`src/rtl/pipe_pkg.sv`:
```
// Shared defaults and control-bundle layout for the inter-stage pipeline latches.
package pipe_pkg;

  localparam int DEF_CTRL_W = 8;
  localparam int DEF_DATA_W = 8;

  // Bit offsets of the packed control bundle (MSB first).
  localparam int CTRL_RA_BIT     = 7;
  localparam int CTRL_RB_BIT     = 6;
  localparam int CTRL_RW_BIT     = 5;
  localparam int CTRL_SP_BIT     = 4;
  localparam int CTRL_SW1_BIT    = 3;
  localparam int CTRL_SW2_BIT    = 2;
  localparam int CTRL_OUT_LD_BIT = 1;
  localparam int CTRL_HLT_BIT    = 0;

  localparam logic [DEF_CTRL_W-1:0] DEF_CTRL_NOP = '0;

endpackage

```
`src/rtl/pipe_entry_reg.sv`:
```
// One latch entry (ctrl, data, valid): clear beats load, otherwise hold.
// Latency 1 cycle; no flow control of its own, the parent decides load/clear.
module pipe_entry_reg
  import pipe_pkg::*;
#(
  parameter int                 CTRL_W   = DEF_CTRL_W,
  parameter int                 DATA_W   = DEF_DATA_W,
  parameter logic [CTRL_W-1:0]  CTRL_NOP = DEF_CTRL_NOP
) (
  input  logic              clk,
  input  logic              reset,
  input  logic              load,
  input  logic              clear,
  input  logic              clear_data,
  input  logic [CTRL_W-1:0] d_ctrl,
  input  logic [DATA_W-1:0] d_data,
  output logic [CTRL_W-1:0] q_ctrl,
  output logic [DATA_W-1:0] q_data,
  output logic              q_valid
);

  always_ff @(posedge clk or negedge reset) begin
    if (!reset) begin
      q_valid <= 1'b0;
      q_ctrl  <= CTRL_NOP;
      q_data  <= '0;
    end else if (clear) begin
      // Data survives a clear unless asked otherwise, so bubbles keep old data.
      q_valid <= 1'b0;
      q_ctrl  <= CTRL_NOP;
      if (clear_data) q_data <= '0;
    end else if (load) begin
      q_valid <= 1'b1;
      q_ctrl  <= d_ctrl;
      q_data  <= d_data;
    end
  end

endmodule

```
`src/rtl/pipe_latch_skid.sv`:
```
// Pipeline-stage latch with 2-entry skid buffer; 1-cycle latency, full throughput.
// in_ready comes straight from the skid-valid flop, so a stall never loses an instruction.
module pipe_latch_skid
  import pipe_pkg::*;
#(
  parameter int                DATA_W     = DEF_DATA_W,
  parameter int                CTRL_W     = DEF_CTRL_W,
  parameter logic [CTRL_W-1:0] CTRL_NOP   = DEF_CTRL_NOP,
  parameter bit                FLUSH_DATA = 1'b1
) (
  input  logic              clk,
  input  logic              reset,
  input  logic              flush,
  input  logic              in_valid,
  output logic              in_ready,
  input  logic [CTRL_W-1:0] in_ctrl,
  input  logic [DATA_W-1:0] in_data,
  output logic              out_valid,
  input  logic              out_ready,
  output logic [CTRL_W-1:0] ctrl,
  output logic [DATA_W-1:0] data,
  output logic [1:0]        occupancy
);

  logic              m_vld, s_vld;
  logic [CTRL_W-1:0] s_ctrl, m_d_ctrl;
  logic [DATA_W-1:0] s_data, m_d_data;
  logic              m_load, m_clear, m_clear_data;
  logic              s_load, s_clear, s_clear_data;
  logic              push, pop;

  assign in_ready  = ~s_vld;
  assign push      = in_valid & in_ready;
  assign pop       = m_vld & out_ready;
  assign out_valid = m_vld;
  assign occupancy = {1'b0, m_vld} + {1'b0, s_vld};

  always_comb begin
    m_load       = 1'b0;
    m_clear      = 1'b0;
    m_clear_data = 1'b0;
    s_load       = 1'b0;
    s_clear      = 1'b0;
    s_clear_data = 1'b0;
    m_d_ctrl     = in_ctrl;
    m_d_data     = in_data;
    if (flush) begin
      m_clear      = 1'b1;
      s_clear      = 1'b1;
      m_clear_data = FLUSH_DATA;
      s_clear_data = FLUSH_DATA;
    end else if (!m_vld || pop) begin
      if (s_vld) begin
        // in_ready is low here, so no push can collide with the skid transfer.
        m_load   = 1'b1;
        m_d_ctrl = s_ctrl;
        m_d_data = s_data;
        s_clear  = 1'b1;
      end else if (push) begin
        m_load = 1'b1;
      end else begin
        m_clear = 1'b1;
      end
    end else if (push) begin
      s_load = 1'b1;
    end
  end

  pipe_entry_reg #(
    .CTRL_W   (CTRL_W),
    .DATA_W   (DATA_W),
    .CTRL_NOP (CTRL_NOP)
  ) u_main (
    .clk        (clk),
    .reset      (reset),
    .load       (m_load),
    .clear      (m_clear),
    .clear_data (m_clear_data),
    .d_ctrl     (m_d_ctrl),
    .d_data     (m_d_data),
    .q_ctrl     (ctrl),
    .q_data     (data),
    .q_valid    (m_vld)
  );

  pipe_entry_reg #(
    .CTRL_W   (CTRL_W),
    .DATA_W   (DATA_W),
    .CTRL_NOP (CTRL_NOP)
  ) u_skid (
    .clk        (clk),
    .reset      (reset),
    .load       (s_load),
    .clear      (s_clear),
    .clear_data (s_clear_data),
    .d_ctrl     (in_ctrl),
    .d_data     (in_data),
    .q_ctrl     (s_ctrl),
    .q_data     (s_data),
    .q_valid    (s_vld)
  );

endmodule

```
`config.mk`:
```
export PLATFORM = sky130hd
export DESIGN_NAME = pipe_latch_skid
export DESIGN_NICKNAME = d
export VERILOG_FILES = /design/src/rtl/pipe_pkg.sv /design/src/rtl/pipe_entry_reg.sv /design/src/rtl/pipe_latch_skid.sv
export SDC_FILE = /design/constraint.sdc
export NUM_CORES = 1
export LEC_CHECK = 0
export ABC_AREA = 1
export CAP_MARGIN = 5
export CELL_PAD_IN_SITES_DETAIL_PLACEMENT = 0
export CELL_PAD_IN_SITES_GLOBAL_PLACEMENT = 2
export CORE_ASPECT_RATIO = 0.9
export CORE_MARGIN = 3
export CORE_UTILIZATION = 31
export CTS_BUF_LIST = sky130_fd_sc_hd__clkbuf_2
export DETAILED_ROUTE_END_ITERATION = 10
export PLACE_DENSITY = 0.89
export SYNTH_ARGS = -nofsm -noshare
export SYNTH_HDL_FRONTEND = slang
export SYNTH_HIERARCHICAL = 1
export SYNTH_SLANG_ARGS = --single-unit
```
`constraint.sdc`:
```
create_clock -name clk -period 2.8 [get_ports clk]
set_input_delay 0.84 -clock clk [delete_from_list [all_inputs] [get_ports clk]]
set_output_delay 0.84 -clock clk [all_outputs]
set_load 0.01 [all_outputs]
```
==> results of run 1 <==
==> final cells by class <==
cell class / count / share of cell area (%)
flip-flops and latches: 34 / 39.0
well taps: 65 / 3.72
multi-input cells: 167 / 33.9
clock buffers: 6 / 1.38
inverters: 9 / 1.55
clock inverters: 2 / 0.401
repair buffers: 45 / 20.1
==> logic make-up after synthesis <==
| family | synth area share, % |
|---|---|
| buffers and inverters | 4.93 |
| and+or+nand+nor | 42.9 |
| AOI/OAI and AO/OA | 0.598 |
| DFF | 50.8 |
| adders and majority gates | 0.747 |
==> sequential cells by signal, indices dropped and copies added, names as in the netlist <==
signal and flops:
u_main/q_data 8, u_main/q_valid 1, u_main/q_ctrl 8, u_skid/q_ctrl 8, u_skid/q_data 8, u_skid/q_valid 1
==> synth_stat cells, drive strengths merged <==
| cell type | instances |
|---|---|
| nand2 | 121 |
| dfrtp | 34 |
| nand3 | 32 |
| nor2 | 10 |
| inv | 9 |
| buf | 5 |
| o21ai | 2 |
| ha | 1 |
| nor3 | 1 |
==> power breakdown <==
group / total (mW) / internal, mW / leakage [nW] / switching (mW)
registers: 0.510 / 0.503 / 0.471 / 0.00678
clock network: 0.221 / 0.0615 / 0.0304 / 0.159
logic: 0.129 / 0.0613 / 0.681 / 0.0674
==> metal layers <==
metal	wire [um]	global-route usage, %
met1	2100	19.0
met3	167	2.70
met5	0	0
met2	1750	19.3
met4	46	4.82
==> cells in the final DEF (no fill, tap or decap), drive strengths merged <==
cell type,instances
clkdlybuf4s50,40
inv,9
dfrtp,34
nand2,121
nand3,32
nor2,10
o21ai,2
nor3,1
clkbuf,6
buf,5
clkinv,2
ha,1
==> path summary, 6_finish.rpt <==
| kind | startpoint | endpoint | slack (ps) | cells after the start |
|---|---|---|---|---|
| worst min-delay path | u_main/q_ctrl[3]$_DFFE_PN0P_ | u_main/q_ctrl[3]$_DFFE_PN0P_ | 500 | 2 |
| max in group asynchronous | reset | u_main/q_data[1]$_DFFE_PN0P_ | 1610 | 2 |
| worst min register to register | u_main/q_ctrl[3]$_DFFE_PN0P_ | u_main/q_ctrl[3]$_DFFE_PN0P_ | 500 | 2 |
| min in group asynchronous | reset | u_main/q_ctrl[5]$_DFFE_PN0P_ | 860 | 2 |
| worst max-delay path | u_main/q_valid$_DFFE_PN0P_ | occupancy[0] | 350 | 2 |
| worst max register to register | u_skid/q_valid$_DFFE_PN0P_ | u_skid/q_data[7]$_DFFE_PN0P_ | 1190 | 7 |
==> worst min-delay path, cell delays in order (launching register included) <==
cell and delay, ps:
dfrtp_1 380, nand2_1 50, nand2_1 50
==> flow_metrics.py, run 1 <==
metrics = {
    "status": {
        "outcome": "finished, final reports clean",
    },
    "global_route": {
        "grt_pass1_wl_um": 6400,
        "track_usage_pct": 13.0,
        "antenna_found_initial": 0,
        "grt_max_degree": 35,
        "grt_pass1_vias": 1287,
        "grt-ovfl-total": 0,
    },
    "critical_path": {
        "required_ps": 1960,
        "cp_max_fo": 4,
        "slowest_stage": "clkdlybuf4s50_1",
        "crit_arrival_ps": 1610,
        "endpoint_kind": "primary output",
        "path_delay_family": "buffers and inverters",
        "slowest_delay_ps": 530,
        "worst-setup-path-type": "reg -> out",
        "start_kind": "flip-flop",
        "path_cells": "ha_1, clkdlybuf4s50_1",
        "path_buf_inv": 1,
    },
    "placement": {
        "post_dp_cell_area_um2": 2140,
        "dpl_worst_slack_ps": 392,
        "post-dp-hpwl_um": 2900,
        "place.gp.congestion": 0.729,
        "io_buffers": 40,
        "placed_cells": 320,
    },
    "logic_synthesis": {
        "synth_top_cell_by_area": "dfrtp_1",
        "synthCells": 215,
        "post_synth.cell_area_avg_um2": 7.79,
        "syn_nets": 237,
        "yosys_register_bits": 34,
        "synth.distinct_cells": 16,
        "yosysSeqAreaShare_pct": 50.8,
        "synthesis.area_um2": 1670,
        "synth_top_area_share_pct": 50.8,
        "yosys_warnings": 6,
        "synth_top_cells_by_area": "dfrtp_1, nand2_1, nand3_1, buf_6, nand2_2",
    },
    "floorplanning": {
        "dieHeight_um": 75.7,
        "initial_core_util_pct": 33.4,
        "ios": 41,
        "rows": 24,
        "die_area_um2": 6320,
        "dieWidth_um": 83.5,
        "core_um2": 5010,
    },
    "detailed_routing": {
        "drc": 0,
        "drtIter0Drc": 42,
        "detail_route.wl_per_cell_um": 12.4,
        "via_per_inst": 4.38,
        "postRouteAntennaNets": 0,
        "vias": 1437,
        "drt-total-wl_um": 4060,
        "dr.pass1.iters": 4,
    },
    "sta": {
        "rsz0062_at_grt": "false",
        "drv_slew": 0,
        "finalSetupViolations": 0,
        "fmaxAchievable_mhz": 408,
        "finClkSkew_ps": 18.3,
        "timing.final.ws_setup_ps": 348,
        "tns_ps": 0,
        "relSlewSlack_pct": 70.1,
        "holdWs_ps": 499,
        "post-route-min-period_ps": 2450,
        "tightestPinTransition_ps": 449,
        "hold_violations": 0,
        "period_share_pct": 87.6,
    },
    "final_layout": {
        "n_fill_cell": 531,
        "final_cell_area_um2": 2180,
        "area_delta_synth_final_pct": 30.4,
        "drive_above_1_share_pct": 10.3,
        "fin_nets": 284,
        "diodes": 0,
        "layout.cells.non_filler": 328,
        "seq_area_um2": 851,
        "final_core_util_pct": 43.5,
        "multi_input_area_um2": 741,
    },
    "cts": {
        "cts_resized": 0,
        "cts_max_level": 2,
        "cts_sinks": 34,
        "cts_buffer_depth": 2,
        "clk_latency_ps": 360,
        "numCtsBuffers": 5,
        "root_buffer": "clkbuf_2",
        "cts_tree": "yes",
        "postCtsSetupRepairBufs": 0,
        "hold_buffers": 0,
        "path_clk_slew_ps": 170,
    },
    "pwr": {
        "pwr_density_cell_nw_per_um2": 393,
        "ir_worst_vdd_mv": 0.145,
        "p_leak_nw": 1.18,
        "power_mw": 0.859,
    },
    "run": {
        "cap_viol_max_count": 0,
    },
    "min_path": {
        "hp-class": "reg -> reg",
    },
}
Note: power is estimated with default switching activity, not from simulation.
==> inputs of run 2 (changes only) <==
--- a/config.mk
+++ b/config.mk
@@ -5,13 +5,12 @@
 export SDC_FILE = /design/constraint.sdc
 export NUM_CORES = 1
 export LEC_CHECK = 0
-export ABC_AREA = 1
 export CAP_MARGIN = 5
 export CELL_PAD_IN_SITES_DETAIL_PLACEMENT = 0
 export CELL_PAD_IN_SITES_GLOBAL_PLACEMENT = 2
 export CORE_ASPECT_RATIO = 0.9
 export CORE_MARGIN = 3
-export CORE_UTILIZATION = 31
+export CORE_UTILIZATION = 37
 export CTS_BUF_LIST = sky130_fd_sc_hd__clkbuf_2
 export DETAILED_ROUTE_END_ITERATION = 10
 export PLACE_DENSITY = 0.89
==> run 2 against run 1 <==
  * First-iteration DRC count increased by 110%
  * Combinational power increased by 12%
  * Synthesized area increased by 8.3%
  * Highest routed layer unchanged
==> flow_metrics.py, run 2 <==
metrics = {
    "critical_path": {
        "endpoint_kind": "primary output",
        "path_cells": "ha_1, clkdlybuf4s50_1",
        "startpoint": "u_skid/q_valid$_DFFE_PN0P_",
        "slowest_stage": "clkdlybuf4s50_1",
        "slowest_delay_ps": 520,
        "cp_max_fo": 6,
        "start_kind": "flip-flop",
        "worst-setup-path-type": "reg -> out",
        "required_ps": 1960,
        "r2r_start": "u_skid/q_valid$_DFFE_PN0P_",
        "crit_arrival_ps": 1670,
    },
    "sta": {
        "relSlewSlack_pct": 53.8,
        "finClkSkew_ps": 9.12,
        "fmaxAchievable_mhz": 398,
        "tightestPinTransition_ps": 692,
        "hold_violations": 0,
        "post-route-min-period_ps": 2510,
        "period_share_pct": 89.8,
        "holdWs_ps": 532,
        "tns_ps": 0,
        "rsz0062_at_grt": "false",
        "finalSetupViolations": 0,
        "drv_slew": 0,
    },
    "logic_synthesis": {
        "synth_edf_count": 0,
        "synth_top_cell_by_area": "dfrtp_1",
        "synth_top_cells_by_area": "dfrtp_1, mux2i_1, mux2_4, o2bb2ai_1, nor2_1",
        "synth_commonest_cells": "dfrtp_1, mux2i_1, nor2_1",
        "synth_most_common_cell": "dfrtp_1",
        "post_synth.cell_area_avg_um2": 12.9,
        "yosys_warnings": 6,
        "synth_top_area_share_pct": 46.9,
        "syn_nets": 163,
        "synth_top_flop_cell": "dfrtp_1",
        "synth-async-reset-ratio_pct": 100,
        "yosysSeqAreaShare_pct": 46.9,
        "yosys_register_bits": 34,
        "synthesis.area_um2": 1810,
        "synthCells": 141,
        "synth.distinct_cells": 19,
    },
    "global_route": {
        "grt_use_met3_pct": 3.60,
        "grt_max_degree": 35,
        "grt-ovfl-total": 0,
        "track_usage_pct": 14.6,
        "grt_use_met1_pct": 17.7,
        "grt_use_met2_pct": 25.7,
        "grt_pass1_vias": 1398,
        "antenna_found_initial": 0,
        "busiest_layer": "met2",
        "grt_pass1_wl_um": 6640,
    },
    "pwr": {
        "ir_worst_vdd_mv": 0.202,
        "pwr_density_cell_nw_per_um2": 380,
        "p_leak_nw": 0.935,
    },
    "final_layout": {
        "fin_nets": 205,
        "diodes": 0,
        "final_common_cell": "clkdlybuf4s50_1",
        "most-common-layout-cells": "clkdlybuf4s50_1, dfrtp_1, mux2i_1, nor2_1, o2bb2ai_1",
        "drive_above_1_share_pct": 18.6,
        "area_delta_synth_final_pct": 26.3,
        "final_cell_area_um2": 2290,
    },
    "floorplanning": {
        "rows": 23,
        "dieWidth_um": 79.8,
        "initial_core_util_pct": 39.6,
        "ios": 41,
        "dieHeight_um": 72.4,
        "core_um2": 4580,
        "die_area_um2": 5780,
    },
    "placement": {
        "post-dp-hpwl_um": 2610,
        "post_dp_cell_area_um2": 2250,
        "io_buffers": 40,
        "place.gp.congestion": 0.724,
    },
    "min_path": {
        "hp-class": "reg -> reg",
        "hp-start": "u_skid/q_data[7]$_DFFE_PN0P_",
    },
    "cts": {
        "path_clk_slew_ps": 150,
        "root_buffer": "clkbuf_2",
        "cts_buffer_depth": 2,
        "hold_buffers": 0,
        "clk_latency_ps": 350,
        "numCtsBuffers": 5,
        "cts_max_level": 2,
        "cts_sinks": 34,
        "cts_resized": 0,
        "postCtsSetupRepairBufs": 0,
        "cts_tree": "yes",
    },
    "detailed_routing": {
        "detail_route.wl_per_cell_um": 15.6,
        "via_per_inst": 5.09,
        "postRouteAntennaNets": 0,
        "drt-total-wl_um": 3820,
        "drc": 0,
        "dr.pass1.iters": 4,
        "vias": 1247,
        "drtIter0Drc": 87,
    },
    "run": {
        "cap_viol_max_count": 0,
    },
    "status": {
        "outcome": "finished, final reports clean",
    },
}
==> run 2: cell count changes after synthesis, moves of 3 or more <==
cell	change
buf_12	+3
buf_2	+4
inv_1	-6
mux2_2	+6
mux2_4	+10
mux2i_1	+32
nand2_1	-115
nand2_2	-5
nand3_1	-32
nor2_1	+16
nor2b_1	+3
o2bb2ai_1	+16
==> run 2: worst max-delay path, delay by kind of cell (launching register included) <==
kind / cells / cell delay [ps]
buffers and inverters: 1 / 520
flip-flops: 1 / 490
adder cells (fa/ha/maj): 1 / 310
==> run 2: cell families (layout without fill, tap and decap cells) <==
family / after synthesis / after routing / synth area share, %
multiplexers: 48 / 48 / 29.7
flip-flops: 34 / 34 / 46.9
adder cells (fa/ha/maj): 1 / 1 / 0.690
AO/OA/AOI/OAI: 18 / 18 / 8.63
AND/OR/NAND/NOR: 28 / 28 / 7.39
buffers and inverters: 12 / 54 / 6.69
==> run 2: power breakdown <==
part | internal [mW] | switching, mW
clock | 0.0652 | 0.148
combinational | 0.0810 | 0.0643
sequential | 0.503 | 0.00960
==> run 2: final timing paths <==
check	end	slack, ps	cells past startpoint
min in group asynchronous	u_main/q_ctrl[7]$_DFFE_PN0P_	860	2
max reg2reg	u_main/q_data[4]$_DFFE_PN0P_	1150	4
max	occupancy[0]	290	2
max in group asynchronous	u_skid/q_data[4]$_DFFE_PN0P_	1620	2
min	u_skid/q_data[7]$_DFFE_PN0P_	530	1
min reg2reg	u_skid/q_data[7]$_DFFE_PN0P_	530	1
==> run 2: area by class of cell <==
cell class | instances | area (um^2)
clock buffer | 7 | 35.0
fill | 406 | 2290
inverter | 1 | 3.75
multi-input combinational | 95 | 852
sequential | 34 | 851
tap | 62 | 77.6
timing repair buffer | 46 | 470
==> run 2: per-layer routing <==
metal	wire length, um	vias to the layer above
met5	0	-
met4	30	0
met3	141	2
li1	-	592
met1	1660	624
met2	1980	29
==> run 2: stage by stage <==
stage / setup WS, ps / cells / total power [mW] / util (%)
after floorplan: 771 / 141 / 0.595 / -
after global placement: 268 / 238 / 0.666 / 49.3
after detailed placement: 207 / 238 / 0.669 / 49.3
after CTS: 256 / 245 / 0.889 / 50.0
after global routing: 180 / 245 / 0.924 / 50.0
final: 287 / 245 / 0.871 / 50.0
